## src/rtl/sdram_port_arbiter.sv

```systemverilog
// Three-port arbiter in front of a single SDRAM controller port.
// Fixed priority 0 > 1 > 2, with a starvation counter that forces the CPU port in after STARVE_MAX losses.
module sdram_port_arbiter #(
  parameter int AW         = 24,
  parameter int DW         = 16,
  parameter int STARVE_MAX = 4
) (
  input  logic            clk_sys,
  input  logic            rst_n,
  input  logic [2:0]      req,
  input  logic [2:0]      we,
  input  logic [3*AW-1:0] addr,
  input  logic [3*DW-1:0] wdata,
  output logic [2:0]      ack,
  output logic [DW-1:0]   rdata,
  output logic [1:0]      grant,
  output logic            busy,
  output logic            mem_req,
  output logic            mem_we,
  output logic [AW-1:0]   mem_addr,
  output logic [DW-1:0]   mem_wdata,
  input  logic            mem_ack,
  input  logic [DW-1:0]   mem_rdata
);

  localparam int SW = $clog2(STARVE_MAX + 1);
  localparam logic [SW-1:0] STARVE_LIM = SW'(STARVE_MAX);

  typedef enum logic [1:0] {IDLE, BUSY, DONE} state_t;

  state_t        state, state_nxt;
  logic [SW-1:0] starve;
  logic [1:0]    win;

  // Port 2 jumps the queue once it has lost STARVE_MAX arbitrations in a row.
  always_comb begin
    win = 2'd3;
    if (starve == STARVE_LIM && req[2]) win = 2'd2;
    else if (req[0])                    win = 2'd0;
    else if (req[1])                    win = 2'd1;
    else if (req[2])                    win = 2'd2;
  end

  always_ff @(posedge clk_sys or negedge rst_n) begin
    if (!rst_n) state <= IDLE;
    else        state <= state_nxt;
  end

  always_comb begin
    state_nxt = state;
    case (state)
      IDLE:    if (|req)   state_nxt = BUSY;
      BUSY:    if (mem_ack) state_nxt = DONE;
      DONE:    state_nxt = IDLE;
      default: state_nxt = IDLE;
    endcase
  end

  always_comb begin
    busy    = (state != IDLE);
    mem_req = (state == BUSY);
    ack     = (state == DONE) ? 3'(3'b001 << grant) : 3'b000;
  end

  // The mem_* payload is captured only at arbitration, so later activity on the
  // request ports cannot disturb an access in flight.
  always_ff @(posedge clk_sys or negedge rst_n) begin
    if (!rst_n) begin
      grant     <= 2'd3;
      mem_we    <= 1'b0;
      mem_addr  <= '0;
      mem_wdata <= '0;
      rdata     <= '0;
      starve    <= '0;
    end else begin
      case (state)
        IDLE: begin
          if (|req) begin
            grant     <= win;
            mem_we    <= we[win];
            mem_addr  <= addr[win*AW +: AW];
            mem_wdata <= wdata[win*DW +: DW];
            if (win == 2'd2 || !req[2]) starve <= '0;
            else                        starve <= starve + 1'b1;
          end
        end
        BUSY: if (mem_ack) rdata <= mem_rdata;
        DONE: grant <= 2'd3;
        default: ;
      endcase
    end
  end

endmodule

```

## config.mk

```make
export PLATFORM = sky130hd
export DESIGN_NAME = sdram_port_arbiter
export DESIGN_NICKNAME = d
export VERILOG_FILES = /design/src/rtl/sdram_port_arbiter.sv
export SDC_FILE = /design/constraint.sdc
export NUM_CORES = 1
export LEC_CHECK = 0
export CORE_MARGIN = 2
export CORE_UTILIZATION = 34
export DETAILED_ROUTE_END_ITERATION = 6
export PLACE_DENSITY = 0.77
export SLEW_MARGIN = 5
export SYNTH_ARGS = -nofsm -noshare
export SYNTH_HDL_FRONTEND = slang
export SYNTH_SLANG_ARGS = --single-unit
```

## constraint.sdc

```tcl
create_clock -name clk_sys -period 1.5 [get_ports clk_sys]
set_input_delay 0.3 -clock clk_sys [delete_from_list [all_inputs] [get_ports clk_sys]]
set_output_delay 0.3 -clock clk_sys [all_outputs]
set_load 0.02 [all_outputs]
```

==> Implementation_results.wiki <==
{| class="wikitable"
! Metric !! Value
|-
| Number of flops mapped to enable cells by yosys || 0
|-
| Overflow left after global routing || 0
|-
| CP Capture Type || flop
|-
| Worst hold-check slack || 447.9 ps
|-
| Fraction of layout cells with a size suffix above 1 || 28.01%
|-
| CTS Root Cell || sky130_fd_sc_hd__clkbuf_8
|-
| Register Area || 1604 um^2
|-
| Number of buffers on the longest clock path || 2
|-
| Weighted congestion reported at the end of routability-driven placement || 0.7593
|-
| Post-route setup slack || -26.48 ps
|-
| Highest-delay cell along the critical path || sky130_fd_sc_hd__dfrtp_1
|-
| Initial antenna violation count || 0
|-
| Initial Utilization || between 30% and 40%
|-
| Final-report hold violation count || 0
|-
| Num Clock Sinks || 64
|-
| Clock Skews || 16.48 ps
|-
| Max cap viols || 0
|-
| GRT Resource Usage Total || between 20 and 25%
|-
| Leading cell type in the layout, fill and taps excluded || sky130_fd_sc_hd__clkdlybuf4s50_1
|-
| Buf/Inv on CP || 2
|-
| Final routed wire length divided by cell count || 18.47 um
|-
| Detailed-routing iteration count for the pre-antenna-repair pass || 4
|-
| Chip Height || 106.1 um
|-
| Type of element launching the critical path || flop
|-
| LEAKAGE || ~2.6 nW
|-
| Core Footprint || just over 10000 um^2
|-
| Number of buffers inserted during clock tree synthesis || 9
|-
| Count of port buffers added during placement || ~210
|-
| Headroom to the max-slew limit || 62.42%
|-
| CTS H-Tree Depth || 3
|-
| Final nets || around 720
|-
| Critical path data required time || 1740 ps
|-
| Top library cells by usage in the layout, fill and taps aside || sky130_fd_sc_hd__clkdlybuf4s50_1, sky130_fd_sc_hd__dfrtp_1, sky130_fd_sc_hd__mux2_2, sky130_fd_sc_hd__nand3_1, sky130_fd_sc_hd__dlygate4sd2_1
|-
| Number of unique standard cell types used by synthesis || 28
|-
| Clock insertion delay at the later pin of the skew report || roughly 330 ps
|-
| Net Count, Synth || just over 500
|-
| Cell Chain, Critical Path || inv_2 -> ha_4 -> o2bb2ai_4 -> clkbuf_16 -> nand3_2 -> a31oi_1
|-
| Top fanout value on the critical path || 7
|-
| Commonest register cell after synthesis || sky130_fd_sc_hd__dfrtp_1
|-
| Relative area change from synthesis to final layout || 79.82%
|-
| Drt total wl || around 13000 um
|-
| Run status || finished with violations
|-
| Setup TNS after final layout || -92.51 ps
|-
| Post-Syn Area || roughly 3500 um^2
|-
| Mean area per synthesized cell || approximately 9.9 um^2
|-
| Path category of the worst min-delay check || input pin to flop
|-
| Classification of the worst setup path || flop to flop
|-
| CTS clock-pin slew for the worst setup and hold paths || around 80 ps
|-
| Share of the clock period used by the worst path || 101.8%
|-
| Largest stage delay on the critical path || around 420 ps
|-
| Max IR drop VDD || between 900 and 1000 uV
|-
| Die width || between 100 and 150 um
|-
| Antenna diode count || 0
|-
| Number of pins with negative max-slew slack in the final report || 0
|-
| Number of placement rows || 37
|-
| Period minus WS final || between 1500 and 2000 ps
|-
| Mapped Cells || 358
|-
| Largest net degree at the start of global routing || 40
|-
| Cell Pwr Density || 1617 nW/um^2
|-
| First-pass GRT wire length || a little under 20000 um
|-
| Boundary pin count || between 200 and 250
|-
| RSZ-0062 raised after global routing || true
|-
| Post-route DRC violation count || 0
|-
| Violations in the final reports || negative setup slack
|-
| Data arrival, critical path || 1770 ps
|-
| Via density per instance || about 5.4
|-
| Seq/Total Area, Yosys || 45.30%
|-
| Number of flip-flops and latches in the synthesized netlist || 64
|-
| Worst-margin pin slew || around 560 ps
|-
| Vias in the first global route || a little under 4000
|-
| Die ar. || about 11000 um^2
|-
| Share of flip-flops with an asynchronous set or reset || 100.0%
|-
| Starting DRT DRC Count || roughly 210
|-
| Max Freq || between 600 and 700 MHz
|-
| Clock tree from TritonCTS || done
|-
| Area of the multi-input gates || 1961 um^2
|-
| Cell class contributing the biggest share of worst-path delay || compound AO/OA/AOI/OAI gates
|-
| Layout fillers || 854
|-
| Total of warnings raised by yosys || 0
|-
| Post-DRT Antenna Nets || 0
|-
| Number of setup violations in the final report || 9
|-
| Number of vias after detailed routing || around 3900
|-
| HPWL after detailed placement || 8878 um
|}
power breakdown:
part / leakage (nW) / total, mW / internal (mW) / switching [mW]
Combinational: 1.75 / 5.68 / 2.56 / 3.12
Sequential: 0.737 / 3.09 / 2.62 / 0.467
Clock: 0.103 / 1.52 / 0.856 / 0.668
metal layers:
layer / track usage [%] / share of wire (%) / vias up
met3: 5.579 / 9.7 / 24
met4: 8.459 / 2.0 / 0
met5: 0 / 0 / -
li1: - / - / 1774
met1: 24.84 / 37 / 1880
met2: 38.80 / 52 / 219
metrics by stage:
| step | cell area [um^2] | util [%] | std cells | power [mW] | setup WS (ps) |
|---|---|---|---|---|---|
| final | 6367 | 62.24 | 718 | 10.30 | -26.48 |
| after global routing | 6367 | 62.24 | 718 | 10.91 | -99.45 |
| after CTS | 6070 | 59.32 | 712 | 9.970 | -106.1 |
| after detailed placement | 5922 | 57.88 | 694 | 8.916 | -314.7 |
| after global placement | 5922 | 57.88 | 694 | 8.751 | -242.3 |
| after floorplan | 3548 | - | 358 | 6.080 | 8.142 |
area by class of cell:
type / count / area share [%]
clock buffers: 13 / 2.496
clock inverters: 3 / 0.6288
inverters: 6 / 0.3537
multi-input cells: 253 / 30.79
flip-flops and latches: 64 / 25.19
well taps: 136 / 2.672
repair buffers: 243 / 37.87
what timing repair did:
| action | 4_1_cts | 5_1_grt |
|---|---|---|
| setup endpoints to repair | 106 | 49 |
| resized for setup | 99 | 47 |
| setup buffers | 0 | 0 |
| pin swaps | 1 | 42 |
| hold buffers | 1 | 0 |
| gates cloned | 1 | 6 |
| hold endpoints to repair | 25 | 0 |
path summary, 6_finish.rpt:
| check | startpoint | endpoint | slack [ps] | cells after the start |
|---|---|---|---|---|
| max in group asynchronous | rst_n | grant[0] | 520 | 3 |
| max reg2reg | starve[1] | mem_wdata[13] | -30 | 6 |
| max | starve[1] | mem_wdata[13] | -30 | 6 |
| min reg2reg | rdata[3] | rdata[3] | 500 | 1 |
| min | req[0] | grant[0] | 450 | 4 |
| min in group asynchronous | rst_n | mem_wdata[12] | 530 | 3 |
synthesized netlist by cell type, types with 2 or more instances:
cell | count | share of area (%)
sky130_fd_sc_hd__nor3b_1 | 2 | 0.42
sky130_fd_sc_hd__inv_1 | 6 | 0.64
sky130_fd_sc_hd__a31oi_1 | 41 | 7.2
sky130_fd_sc_hd__clkbuf_1 | 25 | 2.7
sky130_fd_sc_hd__ha_1 | 2 | 0.71
sky130_fd_sc_hd__o2bb2ai_1 | 3 | 0.74
sky130_fd_sc_hd__dfstp_2 | 2 | 1.5
sky130_fd_sc_hd__nor2_1 | 2 | 0.21
sky130_fd_sc_hd__dfrtp_1 | 62 | 44
sky130_fd_sc_hd__nand2_1 | 2 | 0.21
sky130_fd_sc_hd__o21ai_0 | 3 | 0.42
sky130_fd_sc_hd__a21oi_1 | 43 | 6.1
sky130_fd_sc_hd__buf_2 | 6 | 0.85
sky130_fd_sc_hd__buf_6 | 6 | 1.9
sky130_fd_sc_hd__mux2_2 | 58 | 18
sky130_fd_sc_hd__nand3_1 | 83 | 12
worst register-to-register path, delay by kind of cell, from the launching register on:
| kind | cells | cell delay (ps) |
|---|---|---|
| adder cells (fa/ha/maj) | 1 | 170 |
| AND/OR/NAND/NOR | 1 | 80 |
| flip-flops | 1 | 420 |
| AO/OA/AOI/OAI | 2 | 430 |
| buffers and inverters | 2 | 340 |
kinds of logic (layout without fill, tap and decap cells):
family                     count (synthesis)  after routing  synth area share (%)
AOI/OAI and AO/OA                         93             93                 15.30
adders and majority gates                  2              2                0.7066
buffers and inverters                     44            265                 6.148
DFF                                       64             64                 45.30
muxes                                     58             58                 18.45
and+or+nand+nor                           97            100                 14.10
registers in the layout, summed over array words and instances (netlist names):
name and flops:
state 2, mem_we 1, starve 3, rdata 16
grant 2, mem_wdata 16, mem_addr 24
Note: power is estimated with default switching activity, not from simulation.
